--- src/rtl/au_addsub_seq.sv ---
`default_nettype none
// ============================================================================
// au_addsub_seq : multi-cycle W-bit add/subtract, CHUNK bits per clock,
//                 start/busy/done handshake, carry/ovf/zero/neg flags.
// Optional build macro: AU_SATURATE_EN (saturate S on signed overflow).
// Rev 1.0
// ============================================================================
module au_addsub_seq #(
    parameter int W     = 8,
    parameter int CHUNK = 4
) (
    input  logic         clk,
    input  logic         rst_n,
    input  logic         start,
    input  logic         op,
    input  logic [W-1:0] A,
    input  logic [W-1:0] B,
    input  logic         cin,
    output logic         busy,
    output logic         done,
    output logic [W-1:0] S,
    output logic         cout,
    output logic         ovf,
    output logic         zero,
    output logic         neg
);

    localparam int NCH = W / CHUNK;
    localparam int IW  = (NCH > 1) ? $clog2(NCH) : 1;
    localparam logic [IW-1:0] LAST_IDX = IW'(NCH - 1);
    localparam logic [W-1:0]  MAX_POS  = {1'b0, {(W-1){1'b1}}};
    localparam logic [W-1:0]  MIN_NEG  = {1'b1, {(W-1){1'b0}}};

    generate
        if ((CHUNK < 1) || ((W % CHUNK) != 0)) begin : g_bad_width
            $error("au_addsub_seq: W must be a non-zero multiple of CHUNK");
        end
    endgenerate

    typedef enum logic [1:0] {
        IDLE = 2'd0,
        RUN  = 2'd1,
        DONE = 2'd2
    } state_t;

    state_t          state;
    logic [W-1:0]    a_reg;
    logic [W-1:0]    b_reg;      // already inverted for subtract
    logic [W-1:0]    sum_sh;
    logic            carry;
    logic [IW-1:0]   idx;

    logic [CHUNK-1:0] a_k;
    logic [CHUNK-1:0] b_k;
    logic [CHUNK:0]   chunk_sum;
    logic [W-1:0]     result;
    logic [W-1:0]     final_s;
    logic             final_ovf;

    // result merges the chunk being summed this cycle so the last RUN edge
    // can commit the complete word without an extra cycle.
    always_comb begin
        a_k       = a_reg[idx*CHUNK +: CHUNK];
        b_k       = b_reg[idx*CHUNK +: CHUNK];
        chunk_sum = {1'b0, a_k} + {1'b0, b_k} + {{CHUNK{1'b0}}, carry};
        result    = sum_sh;
        result[idx*CHUNK +: CHUNK] = chunk_sum[CHUNK-1:0];
        // same-sign operands producing an opposite-sign result
        final_ovf = (a_reg[W-1] ~^ b_reg[W-1]) & (result[W-1] ^ a_reg[W-1]);
        final_s   = result;
`ifdef AU_SATURATE_EN
        if (final_ovf) begin
            final_s = a_reg[W-1] ? MIN_NEG : MAX_POS;
        end
`endif
    end

    always_ff @(posedge clk) begin
        if (!rst_n) begin
            state  <= IDLE;
            a_reg  <= '0;
            b_reg  <= '0;
            sum_sh <= '0;
            carry  <= 1'b0;
            idx    <= '0;
            busy   <= 1'b0;
            done   <= 1'b0;
            S      <= '0;
            cout   <= 1'b0;
            ovf    <= 1'b0;
            zero   <= 1'b0;
            neg    <= 1'b0;
        end else begin
            case (state)
                IDLE, DONE: begin
                    done <= 1'b0;
                    if (start) begin
                        a_reg <= A;
                        b_reg <= op ? ~B : B;
                        carry <= op | cin;
                        idx   <= '0;
                        busy  <= 1'b1;
                        state <= RUN;
                    end else begin
                        state <= IDLE;
                    end
                end
                RUN: begin
                    sum_sh[idx*CHUNK +: CHUNK] <= chunk_sum[CHUNK-1:0];
                    carry <= chunk_sum[CHUNK];
                    idx   <= idx + IW'(1);
                    if (idx == LAST_IDX) begin
                        state <= DONE;
                        busy  <= 1'b0;
                        done  <= 1'b1;
                        S     <= final_s;
                        cout  <= chunk_sum[CHUNK];
                        ovf   <= final_ovf;
                        zero  <= (final_s == '0);
                        neg   <= final_s[W-1];
                    end
                end
                default: begin
                    state <= IDLE;
                    busy  <= 1'b0;
                    done  <= 1'b0;
                end
            endcase
        end
    end

endmodule
`default_nettype wire
--- config.mk ---
export PLATFORM = sky130hd
export DESIGN_NAME = au_addsub_seq
export DESIGN_NICKNAME = d
export VERILOG_FILES = /design/src/rtl/au_addsub_seq.sv
export SDC_FILE = /design/constraint.sdc
export NUM_CORES = 1
export LEC_CHECK = 0
export ABC_AREA = 1
export BUFFER_PORTS_ARGS = -buffer_cell sky130_fd_sc_hd__buf_2
export CORE_MARGIN = 3
export CORE_UTILIZATION = 51
export DETAILED_ROUTE_END_ITERATION = 8
export PLACE_DENSITY = 0.75
export SYNTH_ARGS = -nofsm -noshare
export SYNTH_HDL_FRONTEND = slang
export SYNTH_SLANG_ARGS = --single-unit
--- constraint.sdc ---
create_clock -name clk -period 2.85 [get_ports clk]
set_clock_uncertainty 0.1 [all_clocks]
set_input_delay 0.1425 -clock clk [delete_from_list [all_inputs] [get_ports clk]]
set_output_delay 0.1425 -clock clk [all_outputs]
set_load 0.005 [all_outputs]
==> results of run 1 <==
what timing repair did:
item,in CTS,in global routing
buffers inserted,0,0
hold buffers,15,1
setup endpoints to repair,0,0
hold endpoints to repair,15,1
routing by layer:
metal / global-route usage / up-vias / share of wire
met5: 0 / - / 0
met4: 0.0777 / 0 / 0.017
met3: 0.0451 / 7 / 0.056
met2: 0.313 / 43 / 0.45
met1: 0.265 / 670 / 0.47
li1: - / 832 / -
critical path, delay by kind of cell (launching register included):
| family | cells | cell delay, ns |
|---|---|---|
| adders and majority gates | 2 | 0.82 |
| buffers and inverters | 1 | 0.11 |
| and+or+nand+nor | 2 | 0.29 |
| DFF | 1 | 0.47 |
| AOI/OAI and AO/OA | 1 | 0.11 |
| muxes | 1 | 0.14 |
area by class of cell:
type | count | area (um^2) | area share
repair buffers | 51 | 338 | 0.156
flip-flops and latches | 38 | 761 | 0.352
inverters | 27 | 106 | 0.0492
clock inverters | 2 | 10.0 | 0.00463
clock buffers | 5 | 37.5 | 0.0174
multi-input cells | 151 | 852 | 0.395
well taps | 44 | 55.1 | 0.0255
cell usage in the layout (no fill, tap or decap), drive strengths merged, types with 2 or more instances in the layout:
cell          n
nor2         24
inv          27
dlygate4sd3  16
clkbuf        5
fa            2
nand3        12
a21oi        18
clkinv        2
o21ai        32
xnor2         8
ha            3
dfxtp        38
nand2        43
buf          35
cell families after synthesis:
logic type               count (synthesis)
AO/OA/AOI/OAI                           54
flip-flops                              38
multiplexers                             1
XOR/XNOR                                 9
buffers and inverters                   37
AND/OR/NAND/NOR                         82
adder cells (fa/ha/maj)                  5
stage by stage:
stage                util  cells
floorplan               -    226
global placement    0.614    295
detailed placement  0.614    295
CTS                 0.676    317
global route        0.680    318
finish              0.680    318
final timing paths:
path	startpoint	depth (start not counted)	end	slack (ns)
min reg2reg	S[1]	2	S[1]	0.36
min	cin	3	carry	0.03
max reg2reg	idx	7	zero	0.74
max	idx	7	zero	0.74
power by group through the flow:
stage          clock network, uW  registers [uW]  logic (uW)
6_report                     260             589         242
5_1_grt                      294             593         274
4_1_cts                      264             589         241
3_5_place_dp                   0             601         225
3_3_place_gp                   0             600         221
2_1_floorplan                  0             594         179
==> impl_metrics.ini, run 1 <==
[status]
status = complete, no violations

[sta]
fin_tns_setup_ns = 0
tightest_slew_ns = 0.370
hold_viol_final = 0
fmax_mhz = 474
rsz0062_at_grt = no
final.setup.worst_slack_ns = 0.738
finalSetupViolCount = 0
fin_crit_ns = 2.11
timing.final.crit_share = 0.741
maxSlewViolCount = 0
holdWs_ns = 0.0345
slew_headroom = 0.753

[cells_and_area]
nFillCells = 287
num_antenna_cells = 0
final_area_um2 = 2160
drive_gt1_frac = 0.204
layout.nets = 300
area_growth_pct = 21.4

[synth]
ys_ff_latch = 38
synth.distinct_cells = 30
synthTopCellsByCount = 41 x nand2_1, 38 x dfxtp_1, 21 x nor2_1, 20 x inv_1, 19 x o21ai_0
syn_area_per_cell_um2 = 7.87
synth-simple-area-share = 0.223
synthCells = 226
yosys.cell_count.top_type = nand2_1
yosysTopAreaCell = dfxtp_1
synthArstFlopShare = 0
synth_mux_area_frac = 0.00563
synth_compound_area_frac = 0.162
synthAdderAreaFrac = 0.0436
syn_nets = 252
synthesis.area_um2 = 1780
synth_flop_cell = dfxtp_1
synth_xor_area_frac = 0.0443
synth.top_cells.by_area = dfxtp_1 43%, nand2_1 8.6%, o21ai_0 5.3%
synth_top_family_by_area = simple AND/OR/NAND/NOR gates
synth_seq_area_share = 0.428
synth_warnings = 0
synth_top_area_frac = 0.428
synth_edf_count = 0

[global_routing]
grt_antenna_before_repair = 0
grt.total_usage = 0.199
grt_pass1_wl_um = 6510
grt_pass1_vias = 1432
grt_max_degree = 26
gr-total-overflow = 0

[die]
fp.dieArea_um2 = 4230
fp.dieH_um = 65.1
die_w_um = 65.1
rows = 20
initial_core_util = 0.560
num_io_pins = 35
core_area_um2 = 3180

[power_and_ir_drop]
combPwrFrac = 0.222
p_seq_frac = 0.540
ir_worst_vdd_v = 0.000325
p_per_area_nw_per_um2 = 505
clock_power_share = 0.239
p_int_uw = 754
p_leak_uw = 0.00101
switching_share = 0.309
total_switching_power_uw = 337
report.power.total_uw = 1090

[routing]
routed_wl_um = 3740
firstDrtPassIters = 4
vias = 1552
viasPerCell = 4.88
ant_nets = 0
route.detailed.wl_per_inst_um = 11.8
first_iter_violations = 83
drc = 0

[worst_setup_path]
worstSetupEndpointType = flip-flop
cp-start-kind = flip-flop
path_common_cell = fa_1
arrival_ns = 2.29
cp_data_required_time_ns = 3.03
max_stage_delay_ns = 0.47
path_cells = mux2i_1 > fa_1 > inv_1 > fa_1 > nor3_1 > nand3_1 > o21ai_1
crit_slowest_cell = dfxtp_1
path_max_fanout = 8
setup.worst_path.class = reg -> reg

[placement]
gp_congestion = 0.965
pre_cts_slack_ns = 0.755
place.detailed.hpwl_um = 2670
place_area_um2 = 1950
port_buffers = 34

[clock_tree]
clockBufferDepth = 2
cts.sinks = 38
cts_buffers = 5
post_cts_resized = 0
htreeDepth = 2
path_clk_slew_ns = 0.12
cts_tree = yes
root_buffer = clkbuf_4
clk_latency_ns = 0.35

[flow_run]
cap_viol_max_count = 0

[hold_path]
hold_class = in -> reg
Note: power is estimated with default switching activity, not from simulation.
==> run 2, diff against run 1 <==
ABC_AREA = 0   (was 1)
clock period = 2 ns   (was 2.85 ns; I/O delays follow)
==> impl_metrics.ini, run 2 <==
[cells_and_area]
num_antenna_cells = 0
layout.nets = 270
final_common_cell = nand2_1
final_area_um2 = 2230
drive_gt1_frac = 0.310
area_growth_pct = 27.3
mostFrequentLayoutCells = 44 x nand2_1, 36 x dfxtp_1, 34 x buf_2
finish.utilization = 0.708

[routing]
drc = 0
ant_nets = 0
routed.top_layer = met4
dr_wl_met2_um = 1950
wl_met3_um = 164
vias = 1474
firstDrtPassIters = 4
first_iter_violations = 72
viasPerCell = 5.10
route.detailed.wl_per_inst_um = 13.4
routed_wl_um = 3870
wl_met1_um = 1690

[synth]
syn_area_per_cell_um2 = 8.99
synthTopCellsByCount = 44 x nand2_1, 37 x dfxtp_1, 14 x a21boi_0, 12 x o211a_1
synth.top_cells.by_area = dfxtp_1 42%, nand2_1 9.4%, o211a_1 6.9%
synth.distinct_cells = 32
synth_edf_count = 0
yosys.cell_count.top_type = nand2_1
synth_warnings = 0
synthCells = 195
synthesis.area_um2 = 1750
synthArstFlopShare = 0
ys_ff_latch = 37
synth_seq_area_share = 0.423
syn_nets = 221
synth_top_area_frac = 0.423
yosysTopAreaCell = dfxtp_1
synth_flop_cell = dfxtp_1

[power_and_ir_drop]
clock_power_share = 0.241
p_leak_uw = 0.00106
switching_share = 0.281
total_switching_power_uw = 437
p_int_uw = 1120
ir_worst_vdd_v = 0.000436
combPwrFrac = 0.234
p_per_area_nw_per_um2 = 699
p_seq_frac = 0.526

[worst_setup_path]
crit_start = idx
arrival_ns = 2.37
cp-start-kind = flip-flop
r2r-start = idx
cp_data_required_time_ns = 2.16
setup.worst_path.class = reg -> reg
path_max_fanout = 6
worstSetupEndpointType = flip-flop

[flow_run]
cap_viol_max_count = 0

[global_routing]
grt_pass1_wl_um = 6800
grt_pass1_vias = 1519
grt_max_degree = 38
gr-total-overflow = 0
grt.total_usage = 0.208
grt_antenna_before_repair = 0

[sta]
hold_viol_final = 0
slew_headroom = 0.617
final.setup.worst_slack_ns = -0.211
fmax_mhz = 452
tightest_slew_ns = 0.574
timing.final.crit_share = 1.11
rsz0062_at_grt = yes
finalSetupViolCount = 8
maxSlewViolCount = 0
fin_crit_ns = 2.21

[hold_path]
hold_class = in -> reg
hp-start = B[0]

[die]
num_io_pins = 35
fp.dieArea_um2 = 4180
core_area_um2 = 3150
die_w_um = 64.6
rows = 20
initial_core_util = 0.556
fp.dieH_um = 64.6

[clock_tree]
cts_tree = yes
clk_latency_ns = 0.34
root_buffer = clkbuf_4
htreeDepth = 2
cts_buffers = 5
path_clk_slew_ns = 0.11
cts.sinks = 37
clockBufferDepth = 2

[placement]
port_buffers = 34
place_area_um2 = 2020
place.detailed.hpwl_um = 2740
gp_congestion = 0.863

[status]
status = finished with violations
violations = negative setup slack
[run 2: cell types whose count changed after synthesis, sizes merged, moves of 3 or more]
cell,previous run,this run
a21boi,0,15
a21o,0,3
a21oi,18,4
buf,7,10
inv,27,3
mux2,0,6
nand3,12,4
nor2,24,10
nor2b,0,7
o211a,0,12
o21a,0,3
o21ai,32,3
[run 2: area by class of cell]
| class | count | area [um^2] |
|---|---|---|
| multi-input cells | 140 | 1000 |
| fillers | 266 | 922 |
| flip-flops and latches | 37 | 744 |
| repair buffers | 57 | 370 |
| well taps | 44 | 55.1 |
| clock buffers | 8 | 48.8 |
| inverters | 3 | 11.3 |
[run 2: critical path: stages, from the launching register on]
cell     delay (ns)
dfxtp_4        0.42
buf_6          0.13
mux2_4         0.31
ha_4           0.22
and3b_1        0.19
or3_4          0.41
a21o_1         0.17
a31oi_1        0.17
[run 2: what timing repair did]
item,4_1_cts,5_1_grt
hold buffers,8,0
gates cloned,0,0
setup endpoints to repair,10,10
endpoints found under the hold margin,8,0
pin swaps,1,2
setup buffers,4,0
resized for setup,10,1
[run 2: final timing paths]
path,cells after the start,to,slack (ns)
worst max-delay path,7,ovf,-0.21
worst min-delay path,4,b_reg[0],0.01
worst max register to register,7,ovf,-0.21
worst min register to register,2,S[2],0.36
[run 2: logic make-up after synthesis]
kind of cell	count (synthesis)	share of synthesized area
multiplexers	9	0.0557
XOR/XNOR	10	0.0500
flip-flops	37	0.423
buffers and inverters	18	0.0471
adder cells (fa/ha/maj)	5	0.0443
AO/OA/AOI/OAI	43	0.194
AND/OR/NAND/NOR	73	0.186
[run 2: power by group through the flow]
stage / combinational, uW / sequential [uW] / clock [uW]
2_1_floorplan: 222 / 821 / 0
3_3_place_gp: 295 / 836 / 0
3_5_place_dp: 310 / 837 / 0
4_1_cts: 363 / 818 / 376
5_1_grt: 404 / 825 / 413
6_report: 364 / 819 / 376
[run 2: per-stage QoR]
step	cells	TNS [ns]	power (uW)	hold WS, ns	worst slack [ns]
after floorplan	195	-0.538	1040	0.145	-0.170
final	289	-1.01	1560	0.0120	-0.211
after detailed placement	269	-1.54	1150	0.265	-0.258
after CTS	289	-0.998	1560	0.0148	-0.190
after global placement	269	-0.826	1130	0.254	-0.163
after global routing	289	-1.75	1640	0.0276	-0.264
[run 2: layer usage]
metal,vias to the layer above,global-route usage
li1,746,-
met1,691,0.250
met2,30,0.357
met3,7,0.0451
met4,0,0.0871
met5,-,0
